--- src/rtl/int_to_float_converter_if.sv ---
// Handshake bundle for the integer-to-float converter: one request channel in, one result out.
interface int_to_float_converter_if;
  logic        in_valid;
  logic        in_ready;
  logic [31:0] int_value;
  logic        is_signed;
  logic        out_valid;
  logic        out_ready;
  logic [31:0] float_value;
  logic        inexact;

  modport slave (
    input  in_valid, int_value, is_signed, out_ready,
    output in_ready, out_valid, float_value, inexact
  );

  modport master (
    output in_valid, int_value, is_signed, out_ready,
    input  in_ready, out_valid, float_value, inexact
  );
endinterface

--- src/rtl/int_to_float_converter.sv ---
// Sequential 32-bit integer to IEEE-754 binary32 converter: normalises one bit per cycle,
// then rounds to nearest-even.
module int_to_float_converter (
  input  logic                          clk,
  input  logic                          rst_n,
  int_to_float_converter_if.slave       bus
);

  typedef enum logic [1:0] {StIdle, StNorm, StRound, StDone} state_e;

  state_e      state_q, state_d;
  logic        sign_q, sign_d;
  // Bit 31 of the magnitude is implicit: it only steers IDLE, and after
  // normalisation it is the hidden leading one.
  logic [30:0] mag_q, mag_d;
  logic [7:0]  exp_q, exp_d;
  logic [31:0] float_q, float_d;
  logic        inexact_q, inexact_d;

  logic        sign_in;
  logic [31:0] mag_in;
  logic        guard, sticky, round_up;
  logic [23:0] frac_rnd;
  logic [7:0]  exp_rnd;

  assign sign_in  = bus.is_signed & bus.int_value[31];
  assign mag_in   = sign_in ? (~bus.int_value + 32'd1) : bus.int_value;

  assign guard    = mag_q[7];
  assign sticky   = |mag_q[6:0];
  assign round_up = guard & (sticky | mag_q[8]);
  assign frac_rnd = {1'b0, mag_q[30:8]} + {23'd0, round_up};
  assign exp_rnd  = exp_q + {7'd0, frac_rnd[23]};

  always_comb begin
    state_d   = state_q;
    sign_d    = sign_q;
    mag_d     = mag_q;
    exp_d     = exp_q;
    float_d   = float_q;
    inexact_d = inexact_q;
    unique case (state_q)
      StIdle: begin
        if (bus.in_valid) begin
          sign_d = sign_in;
          mag_d  = mag_in[30:0];
          exp_d  = 8'd158;
          if (mag_in == 32'd0) begin
            float_d   = 32'd0;
            inexact_d = 1'b0;
            state_d   = StDone;
          end else if (mag_in[31]) begin
            state_d = StRound;
          end else begin
            state_d = StNorm;
          end
        end
      end
      StNorm: begin
        mag_d = {mag_q[29:0], 1'b0};
        exp_d = exp_q - 8'd1;
        if (mag_q[30]) state_d = StRound;
      end
      StRound: begin
        // A carry out of the fraction leaves it all-zero and bumps the exponent.
        float_d   = {sign_q, exp_rnd, frac_rnd[22:0]};
        inexact_d = guard | sticky;
        state_d   = StDone;
      end
      StDone: begin
        if (bus.out_ready) state_d = StIdle;
      end
      default: state_d = StIdle;
    endcase
  end

  always_ff @(posedge clk or negedge rst_n) begin
    if (!rst_n) begin
      state_q   <= StIdle;
      sign_q    <= 1'b0;
      mag_q     <= '0;
      exp_q     <= '0;
      float_q   <= '0;
      inexact_q <= 1'b0;
    end else begin
      state_q   <= state_d;
      sign_q    <= sign_d;
      mag_q     <= mag_d;
      exp_q     <= exp_d;
      float_q   <= float_d;
      inexact_q <= inexact_d;
    end
  end

  assign bus.in_ready    = (state_q == StIdle);
  assign bus.out_valid   = (state_q == StDone);
  assign bus.float_value = float_q;
  assign bus.inexact     = inexact_q;

endmodule

--- src/flat_wrapper.sv ---
// flat-port wrapper written by rule: the top's interface ports become plain ports
module int_to_float_converter_flat 
  (clk, rst_n, bus_in_valid, bus_int_value, bus_is_signed, bus_out_ready, bus_in_ready, bus_out_valid, bus_float_value, bus_inexact);
  int_to_float_converter_if bus_i ();
  input  logic clk;
  input  logic rst_n;
  input wire logic [$bits(bus_i.in_valid)-1:0] bus_in_valid;
  input wire logic [$bits(bus_i.int_value)-1:0] bus_int_value;
  input wire logic [$bits(bus_i.is_signed)-1:0] bus_is_signed;
  input wire logic [$bits(bus_i.out_ready)-1:0] bus_out_ready;
  output wire logic [$bits(bus_i.in_ready)-1:0] bus_in_ready;
  output wire logic [$bits(bus_i.out_valid)-1:0] bus_out_valid;
  output wire logic [$bits(bus_i.float_value)-1:0] bus_float_value;
  output wire logic [$bits(bus_i.inexact)-1:0] bus_inexact;
  assign bus_i.in_valid = bus_in_valid;
  assign bus_i.int_value = bus_int_value;
  assign bus_i.is_signed = bus_is_signed;
  assign bus_i.out_ready = bus_out_ready;
  assign bus_in_ready = bus_i.in_ready;
  assign bus_out_valid = bus_i.out_valid;
  assign bus_float_value = bus_i.float_value;
  assign bus_inexact = bus_i.inexact;
  int_to_float_converter u_core (.clk(clk), .rst_n(rst_n), .bus(bus_i));
endmodule
--- config.mk ---
export PLATFORM = sky130hd
export DESIGN_NAME = int_to_float_converter_flat
export DESIGN_NICKNAME = d
export VERILOG_FILES = /design/src/rtl/int_to_float_converter_if.sv /design/src/rtl/int_to_float_converter.sv /design/src/flat_wrapper.sv
export SDC_FILE = /design/constraint.sdc
export NUM_CORES = 1
export LEC_CHECK = 0
export CAP_MARGIN = 40
export CORE_ASPECT_RATIO = 2
export CORE_MARGIN = 3
export CORE_UTILIZATION = 55
export CTS_BUF_LIST = sky130_fd_sc_hd__clkbuf_2 sky130_fd_sc_hd__clkbuf_4 sky130_fd_sc_hd__clkbuf_8
export DETAILED_ROUTE_END_ITERATION = 7
export PLACE_DENSITY = 0.8
export SYNTH_ARGS = -nofsm -noshare
export SYNTH_HDL_FRONTEND = slang
export SYNTH_SLANG_ARGS = --single-unit
export TNS_END_PERCENT = 10
--- constraint.sdc ---
create_clock -name clk -period 2.7 [get_ports clk]
set_input_delay 0.405 -clock clk [delete_from_list [all_inputs] [get_ports clk]]
set_output_delay 0.405 -clock clk [all_outputs]
set_load 0.005 [all_outputs]
**After elaboration in Yosys (flattened, before gate mapping)**

Index checks and enable logic that the tools add are counted.
Widths: inputs -> output; s select.

- Add/sub/neg operators: 4
- Equal/unequal tests: 7
- Multiplexer cells: 17
- Bitwise operators: 5
- Reductions and logical operators: 9

Operator list:

| operator | count |
|---|---|
| $mux 32 | 3 |
| $pmux 32 s2 | 1 |
| $pmux 31 s2 | 1 |
| $add 32x1->32 const B | 1 |
| $logic_not 32->1 | 1 |
| $not 32->32 | 1 |
| $mux 31 | 1 |
| $add 23x1->24 | 1 |
| $pmux 8 s2 | 1 |
| $mux 2 | 5 |
| $add 8x1->8 | 1 |
| $mux 8 | 1 |
| $pmux 2 s4 | 1 |
| $sub 8x1->8 const B | 1 |
| $reduce_or 7->1 | 1 |
| $reduce_and 3->1 | 2 |
| $eq 2x2->1 const B | 2 |
| $ne 2x1->1 const B | 2 |
| $ne 2x2->1 const B | 2 |
| $reduce_and 2->1 | 2 |
| $reduce_bool 2->1 | 2 |
| $and 1x1->1 | 2 |
| $eq 2x1->1 const B | 1 |
| $logic_not 2->1 | 1 |
| 3 further kinds | 5 |

- Register bits after elaboration: 75
- Output and inout port bits: 35
- Logic and storage cells: 48

**Depth between registers and ports, before layout**

- Depth after elaboration: 7
- Gate-level depth with buffers: 14
- Depth with buffers taken out: 14

**Least setup slack after synthesis**

No wires, ideal clock.

- Path type: input -> register
- Start: input bus_int_value[16]
- End: register u_core.float_q[11] (netlist: u_core.bus.float_value[11])
- Setup time: 0.125 ns
- Arrival time: 3.125 ns
- Required time: 2.575 ns
- Slack: -0.550 ns
- Stages on the path: 11
- Buffers on the path: 3
- Cells stage by stage: buf_4 -> nor4_4 -> and4b_1 -> buf_4 -> nand4_1 -> mux2_4 -> a2111oi_4 -> nand4_1 -> o32ai_4 -> buf_8 -> mux2_4

- Word-level cells in the longest chain between the ends: 6

RTL lines:

| element | line | source |
|---|---|---|
| from (decl) | flat_wrapper.sv:8 | `input wire logic [$bits(bus_i.int_value)-1:0] bus_int_value;` |
| $not 32->32 | int_to_float_converter.sv:27 | `assign mag_in = sign_in ? (~bus.int_value + 32'd1) : bus.int_value;` |
| $add 32x1->32 | int_to_float_converter.sv:27 |  |
| $mux 32 * | int_to_float_converter.sv:27 |  |
| $logic_not 32->1 * | int_to_float_converter.sv:48 | `if (mag_in == 32'd0) begin` |
| $ne 2x1->1 (no line) * | n/a |  |
| $reduce_and 3->1 (no line) * | n/a |  |
| to (signal assigned) | int_to_float_converter.sv:90 | `float_q <= float_d;` |
| to (decl) | int_to_float_converter.sv:17 | `logic [31:0] float_q, float_d;` |

Mark *: on every way between the ends. The rest lies on a longest branch, timed or not.
A chain may end at the register's enable or synchronous reset.

**Worst setup path after layout**

- Start: input bus_int_value[12]
- End: register u_core.float_q[25] (netlist: u_core.bus.float_value[25])

The elaborated chain is that of the path after synthesis.

==> impl_metrics.ini <==
[sta]
relSlewSlack_pct = 57.6
worst_case_hold_slack_ns = 0.0219
min_period_over_period_pct = 116
slew_violations = 0
rsz_0062_raised_after_global_routing = yes
timing_limited_maximum_frequency_mhz = 319
final_hold_vios = 0
worst_clock_skew_ns = 0.00882
worstMarginPinSlew_ns = 0.636
final.setup.worst_slack_ns = -0.434
finalSetupViolations = 34
layout_min_cycle_time_ns = 3.13

[worst_setup_path]
reg2reg_slack_ns = -0.29
timing.rr.start = u_core.mag_q[2]$_DFFE_PN0P_
worst-endpoint-arrival_ns = 3.38
crit_path_max_fanout = 8
startpoint_type = input port
crit_required_ns = 2.94
crit_chain = buf_6, buf_6, nor4_4, and4b_2, a31oi_4, or3_4, a2111oi_4, nand4_1, o32ai_4, buf_6, mux2_4
timing_worst_setup_path_type = in -> reg
timing.critical_path.slowest_cell_delay_ns = 0.41
worst_r2r_path_cells = 15
rr_endpoint = u_core.bus.float_value[25]$_DFFE_PN0P_
path_common_cell = buf_6
crit_slowest_cell = o32ai_4
critical_path.endpoint_type = flop

[cts]
cts.clk_slew.worst_paths_ns = 0.08
cts_buffer_depth = 2
postCtsHoldBufs = 0
tritoncts = yes
clock-root-buffer = clkbuf_8
numCtsBuffers = 9
insertion_delay_ns = 0.36
ctsHtreeMaxLevel = 3
tritoncts_num_sinks = 75

[flow_run]
drv.max_cap_violation_count = 0

[route]
drt_first_iter_violations = 434
routed-via-count = 5506
drt_drc_violations_left = 0
route.antenna.remaining_nets = 0
drt_pre_antenna_iters = 5
drt-total-wl_um = 17300
drt-vias-per-instance = 6.00
route.detailed.wl_per_inst_um = 18.9

[finish]
seqCellArea_mm2 = 0.00188
final_common_cell = buf_4
fraction_of_final_layout_cells_sized_beyond_drive_strength_1_pct = 29.4
nets = 857
mostFrequentLayoutCells = buf_4, dfrtp_1, nand2_1, nor2_1, clkdlybuf4s50_1
area.growth.synth_to_final_pct = 45.0
layout.filler_cells = 516
num_antenna_cells = 0
stdcell_count = 917
area_taken_by_multi_input_logic_gates_mm2 = 0.00333

[die]
row_count = 49
design.core.area_mm2 = 0.00914
die_height_um = 144
die_w_um = 75.2
floorplan.initialDensity_pct = 57.7
fp.dieArea_mm2 = 0.0109
pin_count = 72

[synthesis]
synthesis.instances = 614
post_synth.cell_area_avg_um2 = 8.58
yosysSeqAreaShare_pct = 35.6
synth-edff-count = 0
synth_seq_cells = 75
synth_cell_types = 64
area_of_the_mapped_netlist_mm2 = 0.00527
ys.flop_type = dfrtp_1
synth.net_count = 661
ys_async_sr_fraction_pct = 100
yosysWarningCount = 0

[hold_path]
hold_class = in -> async

[placement]
numPlacedInstances = 877
gp_congestion = 0.983
hpwl_detailed_um = 11900
io_buffer_count = 71
dp_worst_setup_slack_ns = -1.17

[power]
static-leakage-power_nw = 3.29
cellPowerDensity_mw_per_mm2 = 812
ir_worst_vdd_v = 0.000435

[global_route]
grt_pass1_vias = 5720
grt_pass1_wl_um = 27300
antenna_found_initial = 0
grt_start_max_net_pins = 54
overall_fraction_of_global_route_tracks_in_use_pct = 33.1
globalRouteOverflowTotal = 0

[outcome]
outcome = complete, but fails checks
failed_checks = negative setup slack
per-stage QoR:
step / TNS [ns] / util (%) / instance area [um2] / power (mW)
2_1_floorplan: -10.97 / - / 5320 / 3.68
3_3_place_gp: -38.20 / 76.0 / 6940 / 4.71
3_5_place_dp: -39.04 / 76.0 / 6940 / 4.86
4_1_cts: -8.79 / 82.8 / 7570 / 6.09
5_1_grt: -15.45 / 83.6 / 7640 / 6.60
6_report: -12.98 / 83.6 / 7640 / 6.21
kinds of logic after synthesis:
logic type / synth area share [%]
compound gates: 14.1
xor+xnor: 10.1
fa+ha+maj: 2.37
buf+inv: 6.13
flops: 35.6
mux: 8.74
simple gates: 22.9
synthesized netlist by cell type (all sizes together), types with 13 or more instances:
library cell   n  area, um2
xnor2         39        342
nand3         25        125
nand2         75        282
nor4          13        141
nor2          60        225
nor3          15       85.1
nand4         13       81.3
clkbuf        26       97.6
dfrtp         75       1880
mux2i         28        280
a21oi         27        135
xor2          22        193
mux2          13        180
inv           37        139
o21ai         40        200
cell type report:
cell class	count	share of cell area, %
sequential	75	24.6
timing repair buffer	223	25.1
tap	102	1.67
inverter	37	1.82
multi-input combinational	464	43.6
clock inverter	5	1.31
clock buffer	11	1.90
state kept, by name, indices dropped and copies added (netlist names):
| name | cells |
|---|---|
| u_core.exp_q | 8 |
| u_core.bus.inexact | 1 |
| u_core.state_q | 2 |
| u_core.mag_q | 31 |
| u_core.sign_q | 1 |
| u_core.bus.float_value | 32 |
routing by layer:
layer	vias to the layer above	part of all wire (%)	track usage (%)
met4	0	6.5	20.4
met5	-	0	0
met3	89	4.2	4.73
li1	2540	-	-
met2	250	57	62.4
met1	2627	32	32.0
power by group:
group / total [mW] / internal [mW] / switching, mW
clock network: 1.06 / 0.646 / 0.410
logic: 3.17 / 1.52 / 1.65
registers: 1.98 / 1.55 / 0.428
worst max path at each step:
stage / from / to
after floorplan: bus_int_value[4] / u_core.bus.float_value[11]$_DFFE_PN0P_
after global routing: bus_int_value[0] / u_core.bus.float_value[31]$_DFFE_PN0P_
after detailed placement: bus_int_value[0] / u_core.bus.float_value[19]$_DFFE_PN0P_
after CTS: bus_int_value[13] / u_core.bus.float_value[11]$_DFFE_PN0P_
after global placement: bus_int_value[0] / u_core.bus.float_value[3]$_DFFE_PN0P_
final: bus_int_value[12] / u_core.bus.float_value[25]$_DFFE_PN0P_
critical path, delay by kind of cell:
| family | cells | cell delay (ns) |
|---|---|---|
| mux | 1 | 0.32 |
| compound gates | 3 | 0.91 |
| simple gates | 4 | 1.29 |
| buf+inv | 3 | 0.44 |
repair_timing:
item,4_1_cts,5_1_grt
pin swaps,34,24
setup endpoints to repair,34,36
resized for setup,114,27
setup buffers,23,2
cloned,1,0
No activity file was read; power rests on OpenSTA's default activity.
